File: src/rtl/fetch_pkg.sv
// fetch_pkg
//   Shared definitions for the instruction-fetch slice: default reset PC,
//   PC increment, instruction width and the fetch-queue entry layout.
package fetch_pkg;

  localparam logic [31:0] RESET_PC_DEFAULT = 32'h0000_0000;
  localparam logic [31:0] PC_STEP          = 32'd4;
  localparam int          INSTR_W          = 32;

  // One queued fetch: the byte address it was read from and the word itself.
  typedef struct packed {
    logic [31:0]        pc;
    logic [INSTR_W-1:0] instr;
  } fetch_entry_t;

endpackage

File: src/rtl/fetch_queue.sv
// fetch_queue
//   Parameterised synchronous FIFO (circular buffer) holding fetched
//   instructions in order.
//   Ports:
//     clk, rst_n  clock, asynchronous active-low reset
//     push, din   write din at the tail (accepted when not full, or when a
//                 pop frees a slot in the same cycle)
//     pop, dout   retire the head; dout always shows the head slot
//     flush       empty the queue; overrides push and pop
//     full, empty occupancy flags
module fetch_queue
  import fetch_pkg::*;
#(
  parameter int DATA_W = $bits(fetch_entry_t),
  parameter int DEPTH  = 2
) (
  input  logic              clk,
  input  logic              rst_n,
  input  logic              push,
  input  logic              pop,
  input  logic              flush,
  input  logic [DATA_W-1:0] din,
  output logic [DATA_W-1:0] dout,
  output logic              full,
  output logic              empty
);

  localparam int PTR_W = $clog2(DEPTH);

  logic [DATA_W-1:0] mem [DEPTH];
  logic [PTR_W-1:0]  wr_ptr;
  logic [PTR_W-1:0]  rd_ptr;
  logic [PTR_W:0]    count;
  logic              do_push;
  logic              do_pop;

  // Self-protecting: a pop on empty is ignored, and a push on full is only
  // taken when the same-cycle pop frees the head slot.
  assign do_pop  = pop & ~empty;
  assign do_push = push & (~full | do_pop);

  assign full  = (count == (PTR_W+1)'(DEPTH));
  assign empty = (count == '0);
  assign dout  = mem[rd_ptr];

  // Storage is cleared on reset so the head reads as zero while empty.
  always_ff @(posedge clk or negedge rst_n) begin
    if (!rst_n) begin
      wr_ptr <= '0;
      rd_ptr <= '0;
      count  <= '0;
      for (int i = 0; i < DEPTH; i++) begin
        mem[i] <= '0;
      end
    end else if (flush) begin
      wr_ptr <= '0;
      rd_ptr <= '0;
      count  <= '0;
    end else begin
      if (do_push) begin
        mem[wr_ptr] <= din;
        wr_ptr      <= wr_ptr + PTR_W'(1);
      end
      if (do_pop) begin
        rd_ptr <= rd_ptr + PTR_W'(1);
      end
      case ({do_push, do_pop})
        2'b10:   count <= count + (PTR_W+1)'(1);
        2'b01:   count <= count - (PTR_W+1)'(1);
        default: count <= count;
      endcase
    end
  end

endmodule

File: src/rtl/fetch_unit.sv
// fetch_unit
//   Instruction-fetch stage: owns the PC, addresses instruction memory,
//   queues returned words with their PC and hands them to decode over a
//   valid/ready handshake. A branch pulse flushes the queue and redirects.
//   Ports:
//     clk, rst_n                 clock, asynchronous active-low reset
//     imem_addr                  word address (pc >> 2), from the PC register only
//     imem_rd                    instruction word for imem_addr (combinational)
//     branch_valid/branch_target redirect pulse and byte target
//     inst_valid/inst/inst_pc    queue head presented to decode
//     inst_ready                 decode accepts the head
module fetch_unit
  import fetch_pkg::*;
#(
  parameter logic [31:0] RESET_PC    = RESET_PC_DEFAULT,
  parameter int          QUEUE_DEPTH = 2,
  parameter int          IMEM_AW     = 32
) (
  input  logic               clk,
  input  logic               rst_n,
  output logic [IMEM_AW-1:0] imem_addr,
  input  logic [31:0]        imem_rd,
  input  logic               branch_valid,
  input  logic [31:0]        branch_target,
  output logic               inst_valid,
  output logic [31:0]        inst,
  output logic [31:0]        inst_pc,
  input  logic               inst_ready
);

  logic [31:0]  pc;
  logic [31:0]  tgt_aligned;
  logic         pop;
  logic         push;
  logic         q_full;
  logic         q_empty;
  fetch_entry_t q_din;
  fetch_entry_t q_dout;

  assign tgt_aligned = branch_target & ~32'h0000_0003;

  // Address comes straight from the PC register, so decode's ready never
  // reaches memory combinationally. The cast zero-extends when IMEM_AW
  // exceeds the 30 meaningful word-address bits.
  assign imem_addr = IMEM_AW'(pc >> 2);

  assign inst_valid = ~q_empty;
  assign inst       = q_dout.instr;
  assign inst_pc    = q_dout.pc;

  // A branch squashes both sides of the handshake for this cycle.
  assign pop  = inst_valid & inst_ready;
  assign push = ~branch_valid & (~q_full | pop);

  assign q_din = '{pc: pc, instr: imem_rd};

  // ---- fetch stage: PC update ----
  always_ff @(posedge clk or negedge rst_n) begin
    if (!rst_n) begin
      pc <= RESET_PC;
    end else if (branch_valid) begin
      pc <= tgt_aligned;
    end else if (push) begin
      pc <= pc + PC_STEP;
    end
  end

  // ---- queue stage: fetched words wait here for decode ----
  fetch_queue #(
    .DATA_W ($bits(fetch_entry_t)),
    .DEPTH  (QUEUE_DEPTH)
  ) u_queue (
    .clk   (clk),
    .rst_n (rst_n),
    .push  (push),
    .pop   (pop & ~branch_valid),
    .flush (branch_valid),
    .din   (q_din),
    .dout  (q_dout),
    .full  (q_full),
    .empty (q_empty)
  );

endmodule

File: config.mk
export PLATFORM = sky130hd
export DESIGN_NAME = fetch_unit
export DESIGN_NICKNAME = d
export VERILOG_FILES = /design/src/rtl/fetch_pkg.sv /design/src/rtl/fetch_queue.sv /design/src/rtl/fetch_unit.sv
export SDC_FILE = /design/constraint.sdc
export NUM_CORES = 1
export LEC_CHECK = 0
export ABC_AREA = 1
export ABC_CLOCK_PERIOD_IN_PS = 4500
export CORE_UTILIZATION = 45
export DETAILED_ROUTE_END_ITERATION = 8
export HOLD_SLACK_MARGIN = 0.15
export PLACE_DENSITY_LB_ADDON = 0.1
export SETUP_SLACK_MARGIN = 0.5
export SLEW_MARGIN = 20
export SYNTH_ARGS = -nofsm -noshare
export SYNTH_HDL_FRONTEND = slang
export SYNTH_HIERARCHICAL = 1
export SYNTH_SLANG_ARGS = --single-unit
File: constraint.sdc
create_clock -name clk -period 4.5 [get_ports clk]
set_clock_uncertainty 0.1 [all_clocks]
set_input_delay 1.35 -clock clk [delete_from_list [all_inputs] [get_ports clk]]
set_output_delay 1.35 -clock clk [all_outputs]
set_load 0.02 [all_outputs]
==> flow_metrics.py <==
metrics = {
    "drt": {
        "first_pass_iters": 4,
        "wl_per_cell_um": 13.69,
        "wirelength_mm": 19.91,
        "ant_nets": 0,
        "drc": 0,
        "drt_iter0_drc": 368,
        "routed_via_density": 4.781,
        "route.vias.total": 6952,
    },
    "clocking": {
        "ctsResizeCount": 0,
        "clk_pin_slew_ns": 0.06,
        "post_cts_buffers": 0,
        "cts_tree": "done",
        "htree_levels": 4,
        "clk-insertion-delay-late_ns": 0.42,
        "cts-hold-fix-buffers": 0,
        "clock_sinks": 162,
        "numCtsBuffers": 17,
        "clk_path_buf_depth": 2,
        "root_buffer": "clkbuf_16",
    },
    "synthesis": {
        "synthFlopType": "dfrtp_1",
        "yosys_warnings": 6,
        "ys_types": 38,
        "ys_seq_area_frac": 0.4738,
        "synth_top_cell_by_area": "dfrtp_1",
        "syn_area_per_cell_um2": 8.057,
        "synth_top_area_frac": 0.4738,
        "synth-edff-count": 0,
        "syn-instance-count": 1062,
        "syn_area_um2": 8557,
        "synth_area_leaders": "dfrtp_1 (47%), nand2_1 (21%), o21ai_2 (11%)",
        "async_reset_ff_frac": 1.000,
        "ys_ff_latch": 162,
    },
    "worst_setup_path": {
        "crit_path_start_kind": "flop",
        "path_max_fanout": 35,
        "worst-endpoint-required_ns": 3.05,
        "endpoint_kind": "output port",
        "startpoint": "u_queue/rd_ptr",
        "r2r-start": "u_queue/count[0]",
        "critPathKind": "flop to output port",
        "cp_data_arrival_time_ns": 2.29,
    },
    "sta": {
        "fmax_mhz": 267.6,
        "rsz0062_at_grt": "false",
        "period_minus_slack_ns": 3.737,
        "hold_violations": 0,
        "fin_crit_sh": 0.8304,
        "slew_headroom": 0.4626,
        "fin_setup_tns_ns": 0,
        "setup_viol": 0,
        "fin_ws_ns": 0.7632,
        "final_max_slew_viol_count": 0,
        "worst_pin_slew_ns": 0.8061,
    },
    "floorplan": {
        "die_y_um": 139.9,
        "die_area_um2": 19570,
        "fp.dieW_um": 139.9,
        "rows": 50,
        "fp.coreArea_um2": 18640,
        "num_io_pins": 165,
        "start_util": 0.4590,
    },
    "finish": {
        "n_antenna_cell": 0,
        "layout-drive-gt1-share": 0.1492,
        "regArea_um2": 4055,
        "nets": 1277,
        "fill_cells": 1778,
        "area_delta_synth_final_pct": 26.90,
        "multi_input_area_um2": 3700,
    },
    "grt": {
        "grt_usage": 0.2132,
        "grt_overflow": 0,
        "grt_start_max_net_pins": 93,
        "grt_pass1_wl_mm": 33.20,
        "grt_antenna_before_repair": 0,
        "grt_pass1_vias": 6633,
    },
    "min_path": {
        "hold_start": "u_queue/mem[30]",
        "hp-class": "flop to flop",
    },
    "place": {
        "routabilityCongestion": 0.8342,
        "io_buffers": 160,
        "hpwl_mm": 13.54,
        "pre_cts_ws_ns": 0.5729,
    },
    "run_status": {
        "status": "complete, no violations",
    },
    "power_and_ir_drop": {
        "vdd_drop_max_mv": 0.2931,
        "power_leakage_nw": 5.314,
        "p_per_area_nw_per_um2": 646.0,
        "power.total_w": 0.007015,
    },
    "flow_run": {
        "drv_cap": 0,
    },
}
synth_stat cells, types with 3 or more instances:
cell type / instances
o21ai_0: 19
nand2_1: 473
buf_2: 6
nand3_1: 37
xor2_1: 8
nor2_4: 7
dfrtp_1: 162
o211ai_1: 5
o21ai_1: 15
buf_1: 6
a21oi_1: 4
inv_2: 4
buf_6: 28
o21bai_1: 3
nor2_1: 35
inv_1: 101
o21ai_2: 104
clkbuf_1: 9
nor2_2: 4
nand2_2: 8
cell type report:
cell class,count,area share
Inverter,106,0.03664
Tap cell,234,0.02696
Clock buffer,19,0.04079
Timing Repair Buffer,175,0.1626
Sequential cell,162,0.3734
Clock inverter,12,0.01890
Multi-Input combinational cell,746,0.3407
report_power, final:
part,switching (W),internal [W],total (W)
Clock,0.000586,0.00100,0.00159
Combinational,0.00162,0.00130,0.00293
Sequential,0.000425,0.00208,0.00250
worst paths after layout:
path                                   end  slack (ns)  depth (start not counted)
max                            inst_pc[17]        0.76                          5
min                        u_queue/mem[30]        0.38                          2
max reg2reg                u_queue/mem[94]        1.81                         12
min reg2reg                u_queue/mem[30]        0.38                          2
max in group asynchronous  u_queue/mem[13]        2.60                          2
min in group asynchronous  u_queue/mem[91]        0.89                          1
registers in the layout, summed over array words and instances (netlist names):
name            cells
pc                 30
u_queue/count       2
u_queue/mem       128
u_queue/rd_ptr      1
u_queue/wr_ptr      1
layer usage:
| metal | global-route usage | vias up | routed length (um) |
|---|---|---|---|
| met5 | 0 | - | 0 |
| met4 | 0.05552 | 0 | 230 |
| met3 | 0.03795 | 16 | 763 |
| met2 | 0.3479 | 142 | 9270 |
| met1 | 0.2932 | 3203 | 9643 |
| li1 | - | 3591 | - |
placed cells by master, fill, tap and decap left out, types with 3 or more instances in the layout:
cell type	count
nand2_1	473
dfrtp_1	161
clkdlybuf4s50_1	159
o21ai_2	104
inv_1	100
nand3_1	37
nor2_1	35
o21ai_0	19
clkbuf_16	17
o21ai_1	15
buf_4	11
nand2_2	8
xor2_1	8
nor2_4	7
inv_2	5
o211ai_1	5
bufinv_16	5
nor2_2	4
a21oi_1	4
conb_1	4
buf_12	4
o21bai_1	3
cells by family (layout without fill, tap and decap cells):
group,Yosys count,count (layout),share of synthesized area
buffers and inverters,157,312,0.09519
other,1,4,0.0004382
xor gates and xnor gates,10,10,0.01024
and+or+nand+nor,576,576,0.2784
adders and majority gates,1,1,0.001462
DFF,162,162,0.4738
AOI/OAI and AO/OA,155,155,0.1405
metrics by stage:
stage / util / cell area (um2) / hold slack [ns] / cells
floorplan: - / 8568 / 0.3534 / 1065
global placement: 0.5477 / 10210 / 0.3636 / 1423
detailed placement: 0.5477 / 10210 / 0.3683 / 1423
CTS: 0.5825 / 10860 / 0.3833 / 1454
global route: 0.5825 / 10860 / 0.3861 / 1454
finish: 0.5825 / 10860 / 0.3793 / 1454
worst max-delay path, cell delays in order (launching register included):
cell             delay, ns
dfrtp_2               0.57
inv_2                 0.11
buf_4                 0.37
nand2_1               0.09
nand2_1               0.07
clkdlybuf4s50_1       0.66
Note: power is estimated with default switching activity, not from simulation.
